--- src/rtl/lcd_pkg.sv ---
// Shared constants, opcode classes and address-counter stepping for the HD44780 responder.
package lcd_pkg;

  localparam logic [7:0] LCD_SPACE   = 8'h20;
  localparam logic [6:0] LINE2_BASE  = 7'h40;
  localparam logic [6:0] LINE_LEN_2L = 7'h28;
  localparam logic [6:0] LINE_LEN_1L = 7'h50;

  localparam logic [7:0] OP_MASK_DDRAM = 8'h80;
  localparam logic [7:0] OP_MASK_CGRAM = 8'h40;
  localparam logic [7:0] OP_MASK_FUNC  = 8'h20;
  localparam logic [7:0] OP_MASK_SHIFT = 8'h10;
  localparam logic [7:0] OP_MASK_DISP  = 8'h08;
  localparam logic [7:0] OP_MASK_ENTRY = 8'h04;
  localparam logic [7:0] OP_MASK_HOME  = 8'h02;
  localparam logic [7:0] OP_MASK_CLEAR = 8'h01;

  typedef enum logic [3:0] {
    OP_NOP, OP_CLEAR, OP_HOME, OP_ENTRY, OP_DISP, OP_SHIFT, OP_FUNC, OP_CGRAM, OP_DDRAM
  } op_e;

  typedef enum logic {PH_HIGH, PH_LOW} phase_e;

  function automatic op_e decode_op(input logic [7:0] b);
    if ((b & OP_MASK_DDRAM) != '0) return OP_DDRAM;
    if ((b & OP_MASK_CGRAM) != '0) return OP_CGRAM;
    if ((b & OP_MASK_FUNC)  != '0) return OP_FUNC;
    if ((b & OP_MASK_SHIFT) != '0) return OP_SHIFT;
    if ((b & OP_MASK_DISP)  != '0) return OP_DISP;
    if ((b & OP_MASK_ENTRY) != '0) return OP_ENTRY;
    if ((b & OP_MASK_HOME)  != '0) return OP_HOME;
    if ((b & OP_MASK_CLEAR) != '0) return OP_CLEAR;
    return OP_NOP;
  endfunction

  // Out-of-range addresses (from a raw set-address) always recover to 0x00.
  function automatic logic [6:0] ac_step(input logic [6:0] ac, input logic inc,
                                         input logic two_line);
    logic [6:0] base;
    logic [6:0] off;
    if (two_line) begin
      base = ac[6] ? LINE2_BASE : 7'h00;
      off  = ac - base;
      if (off >= LINE_LEN_2L) return 7'h00;
      if (inc)
        return (off == LINE_LEN_2L - 7'd1) ? (ac[6] ? 7'h00 : LINE2_BASE) : ac + 7'd1;
      return (off == 7'd0) ? (ac[6] ? LINE_LEN_2L - 7'd1 : LINE2_BASE + LINE_LEN_2L - 7'd1)
                           : ac - 7'd1;
    end
    if (ac >= LINE_LEN_1L) return 7'h00;
    if (inc) return (ac == LINE_LEN_1L - 7'd1) ? 7'h00 : ac + 7'd1;
    return (ac == 7'd0) ? LINE_LEN_1L - 7'd1 : ac - 7'd1;
  endfunction

endpackage

--- src/rtl/lcd_ddram.sv ---
// Character image store: one write port, one registered read port (read-before-write).
module lcd_ddram #(
  parameter int unsigned DEPTH = 32,
  parameter int unsigned AW    = $clog2(DEPTH)
) (
  input  logic          clk,
  input  logic          rst_n,
  input  logic          we,
  input  logic [AW-1:0] waddr,
  input  logic [7:0]    wdata,
  input  logic [AW-1:0] raddr,
  output logic [7:0]    rdata
);

  logic [7:0] mem [DEPTH];

  always_ff @(posedge clk) begin
    if (we) mem[waddr] <= wdata;
  end

  always_ff @(posedge clk or negedge rst_n) begin
    if (!rst_n) rdata <= '0;
    else        rdata <= mem[raddr];
  end

endmodule

--- src/rtl/lcd_sink.sv ---
// HD44780-style bus responder: synchronises the bus, rebuilds bytes, executes them into a DDRAM image.
module lcd_sink #(
  parameter int unsigned COLS = 16
) (
  input  logic                      clk,
  input  logic                      reset_n,
  input  logic                      lcd_en,
  input  logic                      lcd_rs,
  input  logic [3:0]                lcd_data,
  input  logic [$clog2(2*COLS)-1:0] rd_addr,
  output logic [7:0]                rd_data,
  output logic                      cmd_valid,
  output logic                      cmd_rs,
  output logic [7:0]                cmd_byte,
  output logic                      busy,
  output logic                      four_bit,
  output logic                      two_line,
  output logic                      disp_on,
  output logic                      cursor_on,
  output logic                      blink_on,
  output logic [6:0]                ddram_addr,
  output logic                      overrun
);
  import lcd_pkg::*;

  localparam int unsigned DEPTH = 2 * COLS;
  localparam int unsigned AW    = $clog2(DEPTH);

  logic [1:0] en_sync, rs_sync;
  logic [3:0] d_meta, d_sync;
  logic       en_prev, strobe;

  always_ff @(posedge clk or negedge reset_n) begin
    if (!reset_n) begin
      en_sync <= '0;
      rs_sync <= '0;
      d_meta  <= '0;
      d_sync  <= '0;
      en_prev <= 1'b0;
    end else begin
      en_sync <= {en_sync[0], lcd_en};
      rs_sync <= {rs_sync[0], lcd_rs};
      d_meta  <= lcd_data;
      d_sync  <= d_meta;
      en_prev <= en_sync[1];
    end
  end

  assign strobe = en_prev & ~en_sync[1];

  phase_e        phase;
  logic [3:0]    hi_nib;
  logic          hi_rs;
  logic          inc_mode;
  logic [AW-1:0] fill_cnt;

  // The byte registered on the strobe cycle is executed one cycle later.
  always_ff @(posedge clk or negedge reset_n) begin
    if (!reset_n) begin
      cmd_valid  <= 1'b0;
      cmd_rs     <= 1'b0;
      cmd_byte   <= '0;
      busy       <= 1'b1;
      four_bit   <= 1'b0;
      two_line   <= 1'b0;
      disp_on    <= 1'b0;
      cursor_on  <= 1'b0;
      blink_on   <= 1'b0;
      ddram_addr <= '0;
      overrun    <= 1'b0;
      phase      <= PH_HIGH;
      hi_nib     <= '0;
      hi_rs      <= 1'b0;
      inc_mode   <= 1'b1;
      fill_cnt   <= '0;
    end else begin
      cmd_valid <= 1'b0;
      if (busy) begin
        if (fill_cnt == AW'(DEPTH - 1)) busy <= 1'b0;
        else                            fill_cnt <= fill_cnt + 1'b1;
      end
      if (strobe) begin
        if (busy) begin
          overrun <= 1'b1;
        end else if (!four_bit) begin
          cmd_valid <= 1'b1;
          cmd_rs    <= rs_sync[1];
          cmd_byte  <= {d_sync, 4'h0};
        end else if (phase == PH_HIGH) begin
          hi_nib <= d_sync;
          hi_rs  <= rs_sync[1];
          phase  <= PH_LOW;
        end else begin
          cmd_valid <= 1'b1;
          cmd_rs    <= hi_rs;
          cmd_byte  <= {hi_nib, d_sync};
          phase     <= PH_HIGH;
        end
      end
      if (cmd_valid) begin
        if (cmd_rs) begin
          ddram_addr <= ac_step(ddram_addr, inc_mode, two_line);
        end else begin
          unique case (decode_op(cmd_byte))
            OP_DDRAM: ddram_addr <= cmd_byte[6:0];
            OP_FUNC: begin
              four_bit <= ~cmd_byte[4];
              two_line <= cmd_byte[3];
              phase    <= PH_HIGH;
            end
            OP_SHIFT: if (!cmd_byte[3]) ddram_addr <= ac_step(ddram_addr, cmd_byte[2], two_line);
            OP_DISP: begin
              disp_on   <= cmd_byte[2];
              cursor_on <= cmd_byte[1];
              blink_on  <= cmd_byte[0];
            end
            OP_ENTRY: inc_mode <= cmd_byte[1];
            OP_HOME:  ddram_addr <= '0;
            OP_CLEAR: begin
              ddram_addr <= '0;
              inc_mode   <= 1'b1;
              busy       <= 1'b1;
              fill_cnt   <= '0;
            end
            default: ;
          endcase
        end
      end
    end
  end

  logic [6:0]    col, map_idx7;
  logic          map_ok;
  logic          img_we;
  logic [AW-1:0] img_waddr;
  logic [7:0]    img_wdata;

  always_comb begin
    col      = {1'b0, ddram_addr[5:0]};
    map_ok   = 1'b0;
    map_idx7 = '0;
    if (two_line) begin
      map_ok   = col < 7'(COLS);
      map_idx7 = ddram_addr[6] ? col + 7'(COLS) : col;
    end else begin
      map_ok   = ddram_addr < 7'(DEPTH);
      map_idx7 = ddram_addr;
    end
  end

  always_comb begin
    img_we    = 1'b0;
    img_waddr = '0;
    img_wdata = LCD_SPACE;
    if (busy) begin
      img_we    = 1'b1;
      img_waddr = fill_cnt;
    end else if (cmd_valid && cmd_rs && map_ok) begin
      img_we    = 1'b1;
      img_waddr = AW'(map_idx7);
      img_wdata = cmd_byte;
    end
  end

  lcd_ddram #(.DEPTH(DEPTH), .AW(AW)) u_ddram (
    .clk   (clk),
    .rst_n (reset_n),
    .we    (img_we),
    .waddr (img_waddr),
    .wdata (img_wdata),
    .raddr (rd_addr),
    .rdata (rd_data)
  );

endmodule

--- config.mk ---
export PLATFORM = sky130hd
export DESIGN_NAME = lcd_sink
export DESIGN_NICKNAME = d
export VERILOG_FILES = /design/src/rtl/lcd_pkg.sv /design/src/rtl/lcd_ddram.sv /design/src/rtl/lcd_sink.sv
export SDC_FILE = /design/constraint.sdc
export NUM_CORES = 1
export LEC_CHECK = 0
export CORE_ASPECT_RATIO = 0.6
export CORE_MARGIN = 1.5
export CORE_UTILIZATION = 55
export DETAILED_ROUTE_END_ITERATION = 16
export PLACE_DENSITY = 0.74
export REMOVE_ABC_BUFFERS = 1
export SYNTH_ARGS = -nofsm -noshare
export SYNTH_HDL_FRONTEND = slang
export SYNTH_SLANG_ARGS = --single-unit
--- constraint.sdc ---
create_clock -name clk -period 2.55 [get_ports clk]
set_input_delay 0.255 -clock clk [delete_from_list [all_inputs] [get_ports clk]]
set_output_delay 0.255 -clock clk [all_outputs]
set_load 0.005 [all_outputs]
# == Yosys cells after proc, flatten, opt, wreduce, memory -nomap -nowiden ==
# Memories as Yosys holds them, arrays and structs flattened. A register that Yosys moved wholly into a read port is not among the register bits.
# Index checks and enable logic that the tools add are counted.
# totals
register_bits,49
ramBits,256
in_bits,13
out_inout_bits,32
wordCells,259
n_memories,1
# op_classes
addsub,5
magnitude_cmp,4
n_eq_ne,12
mux,195
bitwise_logic,6
n_reduce_logical,15
# memory_table
memory,words,word_bits,rd,rd_ports_with_merged_regs,write_ports,line_no,rtl
u_ddram.mem,32,8,1,1,1,lcd_ddram.sv:15,logic [7:0] mem [DEPTH];
# ops
op,n
2-to-1 mux 7 bit,28
2-to-1 mux 4 bit,32
2-to-1 mux 1 bit,120
2-to-1 mux 5 bit,9
2-to-1 mux 8 bit,4
case mux 7 bit (3 select lines),1
AND reduction 3 bit,5
logical NOT 7 bit,2
"equality test 4 x 3 -> 1 bit, second input constant",3
"equality test 4 x 2 -> 1 bit, second input constant",2
"adder 7 x 1 -> 7 bit, second input constant",1
"equality test 7 x 6 -> 1 bit, second input constant",1
"equality test 7 bit, second input constant",1
"greater-or-equal comparator 7 x 6 -> 1 bit, second input constant",1
"greater-or-equal comparator 7 bit, second input constant",1
"less-than comparator 7 x 6 -> 1 bit, second input constant",1
"subtractor 7 x 1 -> 7 bit, second input constant",1
subtractor 7 bit,1
"less-than comparator 6 x 5 -> 1 bit, second input constant",1
"adder 5 x 1 -> 5 bit, second input constant",1
"adder 5 bit, second input constant",1
"equality test 5 bit, second input constant",1
NOT 1 bit,5
"equality test 4 x 1 -> 1 bit, second input constant",1
other kinds (12),13

# == Longest topological paths before layout ==
# Gate-level depths: netlist (run 1).
# logic_depth
ltp_word,76
depth_mapped,10
mapped_depth_nobuf,8

# == Modules after synthesis ==
# A second synthesis (run 1) with hierarchy kept.
# hier_totals
hier_cells,755
hier_area_um2,13142.6
# by_module_without_submodules
module,instances,cells_each,area_per_inst_um2,seq_area_each_um2
lcd_ddram,1,417,10093.4,7887.6
lcd_sink,1,338,3049.2,1228.7

# == Worst setup path after synthesis (run 1) ==
# OpenSTA, ideal clock, no wires.
# synth_path
path_kind,reg2reg
startpoint,reg two_line
endpoint,mem u_ddram.mem[0][0] (data pin)
setup_ns,0.445
arrival_ns,2.383
required_ns,2.105
setup_slack_ns,-0.278
stages_incl_launch_ff,6
path_buffers,2
synth_period_minus_slack_ns,2.828
cell_sequence,dfrtp_1 -> clkbuf_1 -> nand2b_1 -> nand3_1 -> clkbuf_1 -> nor3_1
# synth_via
elab_chain_cells,4
# synth_lines
element,line_no,rtl
start: declaration,lcd_sink.sv:17,"output logic two_line,"
start signal: assignment,lcd_sink.sv:108,two_line <= cmd_byte[3];
2-to-1 mux 1 bit,lcd_sink.sv:142,if (two_line) begin
logical AND 1 bit,lcd_sink.sv:158,end else if (cmd_valid && cmd_rs && map_ok) begin
2-to-1 mux 8 bit,lcd_sink.sv:158,
2-to-1 mux 8 bit,lcd_sink.sv:155,if (busy) begin
via img_wdata[0],lcd_sink.sv:136,logic [7:0] img_wdata;
end: declaration,lcd_ddram.sv:15,
# The timed path passes the listed nets, and every way through them passes these cells.

# == Final worst setup path (run 1) ==
# layout_path
startpoint,reg two_line
endpoint,mem u_ddram.mem[1][0] (enable)
# layout_via
elab_chain_cells,6
word_cells_on_any_way,9
classes_between,mux (8); reduce/logical (1)
# layout_lines
element,line_no,rtl
2-to-1 mux 1 bit,lcd_sink.sv:142,
logical AND 1 bit,lcd_sink.sv:158,
2-to-1 mux 1 bit,lcd_sink.sv:158,
2-to-1 mux 1 bit,lcd_sink.sv:155,
2-to-1 mux 1 bit,lcd_ddram.sv:18,if (we) mem[waddr] <= wdata;
2-to-1 mux 1 bit (implied by the code),lcd_ddram.sv:18,
# Parallel ways exist; a longest one is shown, timed or not.

==> results of run 1 <==
==> area by class of cell <==
cell class | count | area, sq um
sequential | 313 | 9120
clock inverter | 16 | 198
fill | 1538 | 7920
inverter | 18 | 67.6
timing repair buffer | 120 | 1080
multi-input combinational | 404 | 3800
tap | 315 | 394
clock buffer | 35 | 727
==> path summary, 6_finish.rpt <==
check / slack (ns) / depth (start not counted) / end / from
setup / recovery: 0.13 / 6 / u_ddram.mem[1][0] / two_line
hold / removal: 0.15 / 1 / d_meta[1] / lcd_data[1]
setup reg to reg: 0.13 / 6 / u_ddram.mem[1][0] / two_line
hold reg to reg: 0.35 / 0 / d_sync[3] / d_meta[3]
max in group asynchronous: 1.62 / 3 / u_ddram.rdata[3] / reset_n
min in group asynchronous: 0.41 / 3 / d_sync[3] / reset_n
==> power by group through the flow <==
stage	combinational [mW]	sequential [mW]	clock [mW]
after CTS	2.58	6.00	4.32
after global routing	2.88	6.03	4.49
final	2.66	6.01	4.24
after floorplan	1.23	6.24	0
after global placement	2.52	6.09	0
after detailed placement	2.55	6.10	0
==> metrics by stage <==
step / power [mW] / cells / hold WS (ns) / util [%] / instance area (sq um)
after detailed placement: 8.65 / 1169 / 0.335 / 61.9 / 14400
after floorplan: 7.46 / 735 / -0.0406 / - / 12900
after global routing: 13.4 / 1221 / 0.135 / 66.0 / 15400
after CTS: 12.9 / 1221 / 0.122 / 65.9 / 15400
after global placement: 8.61 / 1169 / 0.334 / 61.9 / 14400
final: 12.9 / 1221 / 0.145 / 66.0 / 15400
==> registers in the layout (all words and copies together), names as in the netlist, 2 cells and up <==
signal / cells
cmd_byte: 8
fill_cnt: 5
hi_nib: 4
u_ddram.mem: 256
d_meta: 4
rs_sync: 2
u_ddram.rdata: 8
ddram_addr: 7
d_sync: 4
en_sync: 2
==> worst max-delay path, delay by kind of cell (launching register included) <==
kind               cells  cell delay, ns
DFF                    1            0.42
and+or+nand+nor        5            1.37
AOI/OAI and AO/OA      1            0.25
==> metal layers <==
| layer | up-vias | GRT usage [%] | wire length, microns |
|---|---|---|---|
| met5 | - | 0 | 0 |
| met4 | 0 | 5.28 | 472 |
| met3 | 45 | 6.43 | 3910 |
| met2 | 494 | 38.4 | 14000 |
| met1 | 4085 | 44.2 | 14200 |
| li1 | 3316 | - | - |
==> kinds of logic (layout without fill, tap and decap cells) <==
| group | count (synthesis) | after routing | share of synthesized area [%] |
|---|---|---|---|
| xor+xnor | 10 | 10 | 0.666 |
| simple gates | 169 | 169 | 6.03 |
| compound gates | 118 | 118 | 5.83 |
| buf+inv | 66 | 189 | 2.17 |
| flops | 313 | 313 | 69.3 |
| fa+ha+maj | 5 | 5 | 0.476 |
| mux | 102 | 102 | 15.5 |
==> cell usage in the layout, fill, tap and decap left out, types with 5 or more instances in the layout <==
cell / n
sky130_fd_sc_hd__clkdlybuf4s50_1: 41
sky130_fd_sc_hd__nand3_1: 21
sky130_fd_sc_hd__nor3_2: 5
sky130_fd_sc_hd__nor4_1: 9
sky130_fd_sc_hd__mux4_2: 80
sky130_fd_sc_hd__inv_1: 18
sky130_fd_sc_hd__nor2_2: 5
sky130_fd_sc_hd__a211oi_1: 6
sky130_fd_sc_hd__edfxtp_1: 256
sky130_fd_sc_hd__nand2_1: 31
sky130_fd_sc_hd__nor3_1: 6
sky130_fd_sc_hd__a31oi_1: 8
sky130_fd_sc_hd__mux2i_1: 7
sky130_fd_sc_hd__nor2_1: 60
sky130_fd_sc_hd__buf_4: 70
sky130_fd_sc_hd__xnor2_1: 6
sky130_fd_sc_hd__buf_12: 6
sky130_fd_sc_hd__o31ai_1: 5
sky130_fd_sc_hd__or3_1: 5
sky130_fd_sc_hd__clkbuf_1: 7
sky130_fd_sc_hd__mux2_2: 15
sky130_fd_sc_hd__dfrtp_1: 55
sky130_fd_sc_hd__o21ai_0: 33
sky130_fd_sc_hd__nand2b_1: 7
sky130_fd_sc_hd__clkbuf_16: 28
sky130_fd_sc_hd__a21oi_1: 24
==> what timing repair did <==
| action | CTS | global route |
|---|---|---|
| hold buffers | 1 | 0 |
| resized for setup | 0 | 8 |
| setup endpoints to repair | 0 | 33 |
| endpoints found under the hold margin | 55 | 0 |
==> impl_metrics.tcl, run 1 <==
set metrics [dict create \
    run_status "completed" \
    cts_buf_count 28 \
    yosys_warn_count 0 \
    synth-edff-count 256 \
    wl_microns 32600 \
    route.detailed.drc 0 \
    ys_async_sr_fraction_pct 18.2 \
    die_w_microns 203 \
    worst_pin_slew_ns 1.15 \
    switching_share_pct 27.9 \
    clock_power_share_pct 32.9 \
    maxSlewHeadroom_pct 22.9 \
    routed_via_density 6.50 \
    grt_setup_unrepaired "false" \
    grt_usage_pct 27.4 \
    achievable-frequency_mhz 413 \
    final_min_period_over_clock_period_pct 94.9 \
    detail-route-antenna-nets 0 \
    floorplan.initialDensity_pct 56.5 \
    drt_first_pass_iters 5 \
    power.combinational.fraction_pct 20.6 \
    cp.required_ns 2.72 \
    syn_avg_cell_area_sq_um 16.8 \
    final_layout_size_suffix_gt1_share_pct 25.4 \
    leading_cell_type_by_number_of_instances_after_synthesis "sky130_fd_sc_hd__edfxtp_1" \
    cts.reportedPaths.clkPinSlew_ns 0.06 \
    fin_tns_setup_ns 0 \
    clock_insertion_delay_at_the_later_pin_of_the_skew_report_ns 0.56 \
    cts.repair_timing.setup_buffer_count 0 \
    vdd.ir_drop.worst_mv 0.515 \
    crit_type "reg -> reg" \
    report.final.hold_viol_count 0 \
    synth.top_cells.by_area "sky130_fd_sc_hd__edfxtp_1 (58%), sky130_fd_sc_hd__mux4_2 (14%), sky130_fd_sc_hd__dfrtp_1 (10%), sky130_fd_sc_hd__nor2_1 (1.9%), sky130_fd_sc_hd__mux2_2 (1.3%)" \
    std_cell_rows 43 \
    timing_max_transition_violations_final 0 \
    antenna_found_initial 0 \
    crit_path_start_kind "flop" \
    area_growth_from_synthesis_to_final_layout_pct 16.9 \
    fin_crit_ns 2.42 \
    slowest_cell_on_crit_path "sky130_fd_sc_hd__nor2_1" \
    timing.critical_path.cells "nand2b_1 > nand3_1 > nor2_1 > a22oi_1 > nand3_1 > nor2_1" \
    ys_seq_area_share_pct 69.3 \
    netlist.area_leader.share_pct 58.4 \
    grt_start_max_net_pins 65 \
    power_switching_mw 3.60 \
    synth.ff_latch_count 313 \
    yosysTopAreaCell "sky130_fd_sc_hd__edfxtp_1" \
    globalRouteOverflowTotal 0 \
    detailedRoute.firstIterationViolations 1113 \
    crit_arrival_ns 2.59 \
    fin_worst_skew_ns 0.0197 \
    commonest_cells_in_the_synthesized_netlist "sky130_fd_sc_hd__edfxtp_1 (256), sky130_fd_sc_hd__mux4_2 (80), sky130_fd_sc_hd__nor2_1 (65)" \
    cts_tree "yes" \
    yosys.cell_types.count 62 \
    worstHoldPathType "in -> reg" \
    nNetsFinal 903 \
    dp_slack_ns 0.121 \
    die-height_microns 123 \
    cp_slowest_stage_delay_ns 0.71 \
    number_of_global_route_vias_before_repair 7642 \
    grt_first_pass_wirelength_microns 49300 \
    syn_area_sq_um 13200 \
    path_max_fanout 8 \
    power_density_nw_per_um2 839 \
    cap_violations 0 \
    finalSetupViolations 0 \
    portBuffers 44 \
    p_int_mw 9.31 \
    pwr-share-seq_pct 46.5 \
    avgRoutedWirePerCell_microns 26.7 \
    clk_root_buffer_cell "sky130_fd_sc_hd__clkbuf_16" \
    cts_sinks 313 \
    maximum_clock_insertion_buffer_count 3 \
    clock_tree.htree_level_count 1 \
    synth_ff_type "sky130_fd_sc_hd__edfxtp_1" \
    syn-instance-count 783 \
    final_critical_path_setup_slack_ns 0.131 \
    ios 45 \
    total_die_area_sq_um 24900 \
    vias 7940 \
    p_leak_nw 5.46 \
    coreArea_sq_um 23300 \
    timing.critical_path.to_type "flop" \
    gp_congestion 0.905 \
    dp.final_hpwl_microns 21500 \
    insertedDiodeCount 0 \
]
Note: power is estimated with default switching activity, not from simulation.
==> run 2: changes to the inputs <==
--- a/config.mk
+++ b/config.mk
@@ -5,11 +5,13 @@
 export SDC_FILE = /design/constraint.sdc
 export NUM_CORES = 1
 export LEC_CHECK = 0
+export ABC_CLOCK_PERIOD_IN_PS = 2550
 export CORE_ASPECT_RATIO = 0.6
 export CORE_MARGIN = 1.5
 export CORE_UTILIZATION = 55
 export DETAILED_ROUTE_END_ITERATION = 16
 export PLACE_DENSITY = 0.74
+export RECOVER_POWER = 50
 export REMOVE_ABC_BUFFERS = 1
 export SYNTH_ARGS = -nofsm -noshare
 export SYNTH_HDL_FRONTEND = slang
==> run 2 against run 1 <==
The flow now finishes with violations (capacitance limit, slew limit). Combinational power decreased by 2%. Power decreased by 0.15%. Clock skew increased by 0.00081 ns. Sequential share of layout area increased by 0.31 points. Cell area decreased by 0.52%. Utilization decreased by 0.34 points. Global-route usage unchanged. Critical path type unchanged. Critical endpoint is now u_ddram.mem[24][2]. Highest routed layer unchanged.
==> impl_metrics.tcl, run 2 (synthesized netlist as in run 1, its figures left out) <==
set metrics [dict create \
    run_status "finished, violations left" \
    violations "capacitance limit, slew limit" \
    mostFrequentLayoutCells "sky130_fd_sc_hd__edfxtp_1 (256), sky130_fd_sc_hd__mux4_2 (80), sky130_fd_sc_hd__buf_4 (61), sky130_fd_sc_hd__nor2_1 (60), sky130_fd_sc_hd__dfrtp_1 (55)" \
    grt_usage_pct 27.4 \
    timing.critical_path.to_type "flop" \
    grt_setup_unrepaired "false" \
    worstHoldPathCells 1 \
    crit_arrival_ns 2.70 \
    fillerInstances 1555 \
    grt_first_pass_wirelength_microns 49300 \
    power_density_nw_per_um2 842 \
    ios 45 \
    timing.hold.worst.start "lcd_data[1]" \
    maximum_clock_insertion_buffer_count 3 \
    fin_crit_ns 2.44 \
    r2r_cells 8 \
    dp_slack_ns 0.121 \
    die_w_microns 203 \
    gp_congestion 0.905 \
    total_die_area_sq_um 24900 \
    area_growth_from_synthesis_to_final_layout_pct 16.3 \
    clock_tree.htree_level_count 1 \
    dp.final_hpwl_microns 21500 \
    grt_start_max_net_pins 65 \
    route.detailed.drc 0 \
    wl_microns 32600 \
    clk_root_buffer_cell "sky130_fd_sc_hd__clkbuf_16" \
    die-height_microns 123 \
    crit_type "reg -> reg" \
    nNetsFinal 903 \
    worst_pin_slew_ns 1.51 \
    routed_via_density 6.52 \
    portBuffers 44 \
    flip_flop_count_of_the_largest_register_after_layout 256 \
    worstHoldPathType "in -> reg" \
    maxSlewHeadroom_pct -0.412 \
    seq_area_sq_um 9120 \
    avgRoutedWirePerCell_microns 26.7 \
    antenna_found_initial 0 \
    slowest_cell_on_crit_path "sky130_fd_sc_hd__dfrtp_1" \
    vdd.ir_drop.worst_mv 0.518 \
    cts_sinks 313 \
    path_max_fanout 8 \
    vias 7963 \
    cap_violations 1 \
    number_of_global_route_vias_before_repair 7642 \
    cts.repair_timing.setup_buffer_count 0 \
    r2r_start "two_line" \
    detail-route-antenna-nets 0 \
    achievable-frequency_mhz 410 \
    std_cell_rows 43 \
    final_layout_size_suffix_gt1_share_pct 24.5 \
    multi_input_logic_area_sq_um 3780 \
    clock_insertion_delay_at_the_later_pin_of_the_skew_report_ns 0.56 \
    timing.critical_path.cells "a21oi_1 > nand3_1 > nor2_1 > clkbuf_1 > a22o_1 > nand3_1 > nor2_1 > buf_4" \
    setup.reg_to_reg.worst_slack_ns 0.11 \
    globalRouteOverflowTotal 0 \
    finalSetupViolations 0 \
    crit_path_start_kind "flop" \
    p_leak_nw 5.44 \
    fin_tns_setup_ns 0 \
    drt_first_pass_iters 7 \
    layout.cells.most_common "sky130_fd_sc_hd__edfxtp_1" \
    final_critical_path_setup_slack_ns 0.112 \
    coreArea_sq_um 23300 \
    cts_tree "yes" \
    rr_endpoint "u_ddram.mem[24][2]" \
    cts_buf_count 28 \
    insertedDiodeCount 0 \
    detailedRoute.firstIterationViolations 1018 \
    largest_registers "u_ddram.mem: 256 flops, cmd_byte: 8 flops, u_ddram.rdata: 8 flops" \
    largest_register_by_flop_count "u_ddram.mem" \
    cp_slowest_stage_delay_ns 0.42 \
    fin_worst_skew_ns 0.0205 \
    min_delay_worst_endpoint "d_meta[1]" \
    floorplan.initialDensity_pct 56.5 \
    timing_max_transition_violations_final 57 \
    report.final.hold_viol_count 0 \
    cp.required_ns 2.81 \
    final_min_period_over_clock_period_pct 95.6 \
    cts.reportedPaths.clkPinSlew_ns 0.06 \
]
run 2: cell types whose count changed in the layout (fill, tap and decap cells not counted), sizes merged:
cell	delta
clkdlybuf4s50	-20
dlygate4sd3	+20
buf	-11
clkbuf	+11
run 2: timing repair:
item | CTS | global route
hold buffers | 1 | 0
gates resized for setup | 0 | 8
endpoints found under the setup margin | 0 | 33
endpoints found under the hold margin | 55 | 0
run 2: area by class of cell:
type	count	area share [%]
inverters	18	0.442
clock buffers	35	4.75
well taps	315	2.58
repair buffers	120	6.67
multi-input cells	404	24.7
flip-flops and latches	313	59.6
clock inverters	16	1.29
run 2: worst max-delay path, delay by kind of cell (launching register included):
kind | cells | cell delay [ns]
flip-flops | 1 | 0.42
AND/OR/NAND/NOR | 4 | 0.81
AO/OA/AOI/OAI | 2 | 0.44
buffers and inverters | 2 | 0.47
run 2: per-stage QoR:
stage	hold WS (ns)	cells	util [%]	power (mW)	area [sq um]
2_1_floorplan	-0.0406	735	-	7.46	12900
3_3_place_gp	0.334	1169	61.9	8.61	14400
3_5_place_dp	0.335	1169	61.9	8.65	14400
4_1_cts	0.122	1221	65.9	12.9	15400
5_1_grt	0.249	1221	65.7	13.4	15300
6_report	0.258	1221	65.7	12.9	15300
run 2: how the worst max path moves through the flow:
stage / from / to / slack (ns) / cells after the start
final: two_line / u_ddram.mem[24][2] / 0.11 / 8
after global routing: two_line / u_ddram.mem[19][0] / 0.01 / 6
after CTS: ddram_addr[0] / ddram_addr[2] / 0.04 / 8
after detailed placement: two_line / u_ddram.mem[19][2] / 0.12 / 6
after global placement: ddram_addr[0] / ddram_addr[2] / 0.16 / 8
after floorplan: ddram_addr[4] / u_ddram.mem[0][0] / -0.29 / 3
run 2: layer usage:
metal	routed length (microns)	GRT usage, %
met1	14300	44.2
met2	14000	38.4
met3	3730	6.43
met4	494	5.28
met5	0	0
run 2: report_power, final:
part | switching [mW] | internal [mW]
registers | 0.253 | 5.76
logic | 1.53 | 1.09
clock network | 1.82 | 2.44
total | 3.61 | 9.28
